$ cat config.mk
export PLATFORM = sky130hd
export DESIGN_NAME = wb_arbiter
export DESIGN_NICKNAME = d
export VERILOG_FILES = /design/src/rtl/wb_arbiter.sv
export SDC_FILE = /design/constraint.sdc
export NUM_CORES = 1
export LEC_CHECK = 0
export CORE_MARGIN = 2
export CORE_UTILIZATION = 23
export DETAILED_ROUTE_END_ITERATION = 6
export GPL_ROUTABILITY_DRIVEN = 0
export PLACE_DENSITY_LB_ADDON = 0.15
export SYNTH_ARGS = -nofsm -noshare
export SYNTH_HDL_FRONTEND = slang
export SYNTH_SLANG_ARGS = --single-unit
export TNS_END_PERCENT = 10
$ cat constraint.sdc
create_clock -name clk_i -period 1.7 [get_ports clk_i]
set_clock_uncertainty 0.2 [all_clocks]
set_input_delay 0.34 -clock clk_i [delete_from_list [all_inputs] [get_ports clk_i]]
set_output_delay 0.34 -clock clk_i [all_outputs]
set_load 0.05 [all_outputs]
$ cat src/rtl/wb_arbiter.sv
// Two-master round-robin Wishbone arbiter sharing a single slave port.
// Define WB_ARBITER_TIMEOUT_EN to add forced termination of stalled transactions.
module wb_arbiter #(
  parameter int AddrW         = 4,
  parameter int DataW         = 8,
  parameter int TimeoutCycles = 16
) (
  input  logic             clk_i,
  input  logic             rst_ni,
  input  logic             m0_wb_we_i,
  input  logic             m0_wb_stb_i,
  input  logic [AddrW-1:0] m0_wb_adr_i,
  input  logic [DataW-1:0] m0_wb_dat_i,
  output logic [DataW-1:0] m0_wb_dat_o,
  output logic             m0_wb_ack_o,
  input  logic             m1_wb_we_i,
  input  logic             m1_wb_stb_i,
  input  logic [AddrW-1:0] m1_wb_adr_i,
  input  logic [DataW-1:0] m1_wb_dat_i,
  output logic [DataW-1:0] m1_wb_dat_o,
  output logic             m1_wb_ack_o,
  output logic             s_wb_we_o,
  output logic             s_wb_stb_o,
  output logic [AddrW-1:0] s_wb_adr_o,
  output logic [DataW-1:0] s_wb_dat_o,
  input  logic [DataW-1:0] s_wb_dat_i,
  input  logic             s_wb_ack_i,
  output logic             grant_o,
  output logic             timeout_o
);

  typedef enum logic [0:0] {IDLE = 1'b0, BUSY = 1'b1} state_e;

  state_e           state;
  logic             grant;
  logic             last;
  logic             busy;
  logic             leave;
  logic             fire_to;
  logic             sel_stb;
  logic             sel_we;
  logic [AddrW-1:0] sel_adr;
  logic [DataW-1:0] sel_dat;
  logic [DataW-1:0] ret_dat;

  if (TimeoutCycles < 2 || TimeoutCycles > 255) begin : g_bad_timeout
    $error("wb_arbiter: TimeoutCycles must be within 2..255");
  end

  // Request fields of the currently granted master
  always_comb begin
    if (grant) begin
      sel_stb = m1_wb_stb_i;
      sel_we  = m1_wb_we_i;
      sel_adr = m1_wb_adr_i;
      sel_dat = m1_wb_dat_i;
    end else begin
      sel_stb = m0_wb_stb_i;
      sel_we  = m0_wb_we_i;
      sel_adr = m0_wb_adr_i;
      sel_dat = m0_wb_dat_i;
    end
  end

  assign busy = (state == BUSY);

`ifdef WB_ARBITER_TIMEOUT_EN
  localparam logic [7:0] LastCount = 8'(TimeoutCycles - 1);
  logic [7:0] to_cnt;

  // A slave ack in the final counted cycle wins over the forced termination
  assign fire_to = busy && sel_stb && !s_wb_ack_i && (to_cnt == LastCount);

  // Counts BUSY cycles; cleared whenever the transaction ends or the FSM is idle
  always_ff @(posedge clk_i or negedge rst_ni) begin
    if (!rst_ni) begin
      to_cnt <= 8'd0;
    end else if (busy && !leave) begin
      to_cnt <= to_cnt + 8'd1;
    end else begin
      to_cnt <= 8'd0;
    end
  end
`else
  assign fire_to = 1'b0;
`endif

  assign leave     = busy && (s_wb_ack_i || !sel_stb || fire_to);
  assign ret_dat   = fire_to ? {DataW{1'b1}} : s_wb_dat_i;
  assign timeout_o = fire_to;
  assign grant_o   = grant;

  // Combinational routing between the granted master and the slave
  always_comb begin
    s_wb_stb_o  = 1'b0;
    s_wb_we_o   = 1'b0;
    s_wb_adr_o  = '0;
    s_wb_dat_o  = '0;
    m0_wb_ack_o = 1'b0;
    m0_wb_dat_o = '0;
    m1_wb_ack_o = 1'b0;
    m1_wb_dat_o = '0;
    if (busy) begin
      s_wb_stb_o = sel_stb && !fire_to;
      s_wb_we_o  = sel_we;
      s_wb_adr_o = sel_adr;
      s_wb_dat_o = sel_dat;
      if (grant) begin
        m1_wb_ack_o = s_wb_ack_i || fire_to;
        m1_wb_dat_o = ret_dat;
      end else begin
        m0_wb_ack_o = s_wb_ack_i || fire_to;
        m0_wb_dat_o = ret_dat;
      end
    end else begin
      s_wb_stb_o = 1'b0;
    end
  end

  // Arbitration FSM: round-robin grant in IDLE, hold until ack/drop/timeout in BUSY
  always_ff @(posedge clk_i or negedge rst_ni) begin
    if (!rst_ni) begin
      state <= IDLE;
      grant <= 1'b0;
      last  <= 1'b1;
    end else begin
      case (state)
        IDLE: begin
          if (m0_wb_stb_i || m1_wb_stb_i) begin
            state <= BUSY;
            grant <= (m0_wb_stb_i && m1_wb_stb_i) ? ~last : m1_wb_stb_i;
          end else begin
            state <= IDLE;
          end
        end
        BUSY: begin
          if (leave) begin
            state <= IDLE;
            last  <= grant;
          end else begin
            state <= BUSY;
          end
        end
        default: state <= IDLE;
      endcase
    end
  end

endmodule

==> impl_summary.txt <==
----------------------------------------------------
[Setup path]
  Endpoint kind of the worst setup timing path ... output pin
  Terminus of the critical flop-to-flop path ... busy
  Data arrival, critical path ... 1350 ps
  Startpoint of the worst register-to-register path ... grant_o
  Delay of the slowest cell on the worst path ... approximately 400 ps
  Critical path start-end classification ... register to output pin
  Total stage count of the critical path ... 4
  Cells along the critical path ... buf_12 -> mux2i_2 -> nor2_4 -> buf_12
  Worst reg2reg setup slack ... ~220 ps
  Startpoint kind of the worst setup timing path ... register
  Worst reg2reg path depth ... 5
  Most repeated library cell on the critical path ... buf_12
  CP delay by family, top ... flip-flops
  Crit path required time ... 1160 ps
  Last element of the critical path ... s_wb_dat_o[6]
  Count of buffering cells on the critical path with inverters included ... 2
  Highest fanout seen on the critical path ... 10
  Master of the slowest instance on the critical path ... dfrtp_2
  Critical Path Source ... grant_o

[Final layout]
  Post-layout net count ... approximately 190
  Post-route cell area ... 1948 um2
  Commonest non-fill, non-tap cells in the layout ... buf_12 (36), clkdlybuf4s50_1 (34), nor2_4 (11), buf_4 (10), and3_4 (9)
  Most common cell after layout, fill and taps aside ... buf_12
  Area added between synthesis and finish ... 282.6%
  Diodes inserted ... 0
  Fraction of layout instances using a drive strength above 1 ... 63.82%

[Logic synthesis]
  Sequential cell area fraction in the yosys report ... 14.99%
  Synthesized net count ... ~110
  Predominant post-synthesis flop cell ... dfrtp_1
  Total of warnings raised by yosys ... 0
  Cell Area, Synth ... 509.2 um2
  Post-synthesis compound-gate area fraction ... under 10%
  Synth async-reset ratio ... 100.0%
  Syn_area_per_cell ... 7.489 um2
  Syn Inst Count ... approximately 70
  Mux cell area share after synthesis ... 27.52%
  Area fraction in and, or, nand and nor cells after synthesis ... 41.52%
  Number of distinct library cell variants in the gate-level netlist after synthesis ... 21
  Largest family of logic cells by synthesized area ... simple AND/OR/NAND/NOR gates
  Xor/xnor share of the synthesized area ... 0%
  Number of flops mapped to enable cells by yosys ... 0
  Flip-flop and latch count after synthesis ... 3
  Arithmetic-cell share of the synthesized area counting full adders, half adders and majority gates ... 0%

[Routing]
  1st-iter DRT viols ... 6
  WL/cell ... ~18 um
  WL final ... about 3.3 mm
  Post-DRT Antenna Nets ... 0
  First-pass DRT Iterations ... 4
  Vias per cell ... 4.756
  Via count ... 856
  DRC violations left ... 0

[Global routing]
  Global-route congestion overflow total ... 0
  Antenna violations before repair ... 0
  First-pass GRT wire length ... 4.257 mm
  Overall track demand over capacity in global routing ... 22.17%
  Via count of the first global-routing pass ... roughly 850
  Largest net degree at the start of global routing ... 19

[Clock tree]
  Post-CTS clock slew at the launch and capture registers of the worst setup and hold paths ... 40 ps
  Clock root buffer master ... clkbuf_4
  Total clock sinks ... 3
  Skew-Pair Late Insertion Delay ... 250 ps
  Buffer levels on the longest clock path ... 2
  Clock tree from TritonCTS ... built
  Hold buffers post-CTS ... 0
  Clock buffers created by TritonCTS ... 3
  Htree depth ... 1

[Pwr]
  Comb power frac ... 91.4%
  Internal power ... 1.683 mW
  Switching Share ... 48.56%
  VDD IR max ... 1.539 mV
  Net Switching ... 1.589 mW
  Power density relative to cell area ... 1679 nW/um2
  Power Total ... 3.271 mW
  Sequential Power Share ... 4.5%
  Leakage ... 0.7980 nW
  Clock power share ... approximately 4.1%

[STA]
  TNS Setup ... -4185 ps
  Setup repair after global routing missed its margin ... yes
  Fin. max-slew vios ... 0
  Tightest hold margin ... approximately 78 ps
  Final setup viols ... 33
  Setup slack after layout ... -186.8 ps
  Number of endpoints with negative hold slack in the final report ... 0
  Maximum clock frequency ... 530.0 MHz
  Part of the cycle the worst path needs ... 111.0%
  Clock period minus final worst setup slack ... 1887 ps

[Die]
  Die width ... 51.06 um
  Initial Utilization ... 23.70%
  Full die area ... 2607 um2
  I/O pin cnt ... 73
  Row cnt ... 17
  Vertical die dimension ... 51.06 um
  Core Box Area ... around 2100 um2

[Run status]
  Outcome ... finished with violations
  Violated checks ... setup timing

[Placed design]
  Post-detail-place hpwl ... a little over 2 mm
  Port Buffers ... 71
  Dpl ws ... -119.1 ps
  Post-place instance area ... 1712 um2

[Flow run]
  MaxCap Viol Count ... 0

[Worst hold path]
  Worst hold-check path type ... input port to asynchronous set/reset pin

----------------------------------------------------
==> cells in the mapped netlist, types with 2 or more instances <==
cell / n / area share [%]
nor2_1: 15 / 11
mux2i_1: 14 / 28
nand3_1: 2 / 2.0
and3_1: 9 / 11
and2_1: 9 / 11
dfrtp_1: 2 / 9.8
buf_2: 2 / 2.0
nand2_1: 2 / 1.5
==> power groups by stage <==
stage / registers (mW) / clock network (mW) / logic, mW
2_1_floorplan: 0.175 / 0 / 1.35
3_3_place_gp: 0.138 / 0 / 2.53
3_5_place_dp: 0.142 / 0 / 2.57
4_1_cts: 0.143 / 0.130 / 2.77
5_1_grt: 0.153 / 0.141 / 3.08
6_report: 0.148 / 0.135 / 2.99
==> routing by layer <==
metal	GRT usage [%]	routed length (um)
met1	23.39	1169
met2	43.94	1899
met3	2.924	111
met4	7.658	123
met5	0	0
==> state kept, by name, indices dropped and copies added (netlist names) <==
signal and cells:
last 1, grant_o 1, busy 1
==> worst min-delay path by stage <==
| stage | start | to | depth (start not counted) |
|---|---|---|---|
| global placement | last | last | 2 |
| detailed placement | last | last | 2 |
| floorplan | rst_ni | busy | 0 |
| global route | rst_ni | grant_o | 1 |
| CTS | rst_ni | busy | 1 |
| finish | rst_ni | busy | 1 |
==> timing repair <==
item	4_1_cts	5_1_grt
buffers inserted	1	5
cloned	1	0
hold endpoints to repair	0	0
pin swaps	10	3
gates resized for setup	29	12
endpoints found under the setup margin	32	32
==> through the flow <==
step / std cells / util (%)
floorplan: 68 / -
global placement: 169 / 79.67
detailed placement: 169 / 79.67
CTS: 175 / 85.96
global route: 180 / 90.68
finish: 180 / 90.68
==> cells by family after synthesis <==
| family | Yosys count |
|---|---|
| multiplexers | 14 |
| other | 1 |
| flip-flops | 3 |
| AO/OA/AOI/OAI | 3 |
| AND/OR/NAND/NOR | 40 |
| buffers and inverters | 7 |
==> area by class of cell <==
type                    count  area (um2)
inverters                   1       3.754
clock buffers               4       26.28
well taps                  28       35.03
repair buffers             85        1190
multi-input cells          59       615.6
flip-flops and latches      3       77.57
fillers                    81       200.2
Note: power is estimated with default switching activity, not from simulation.
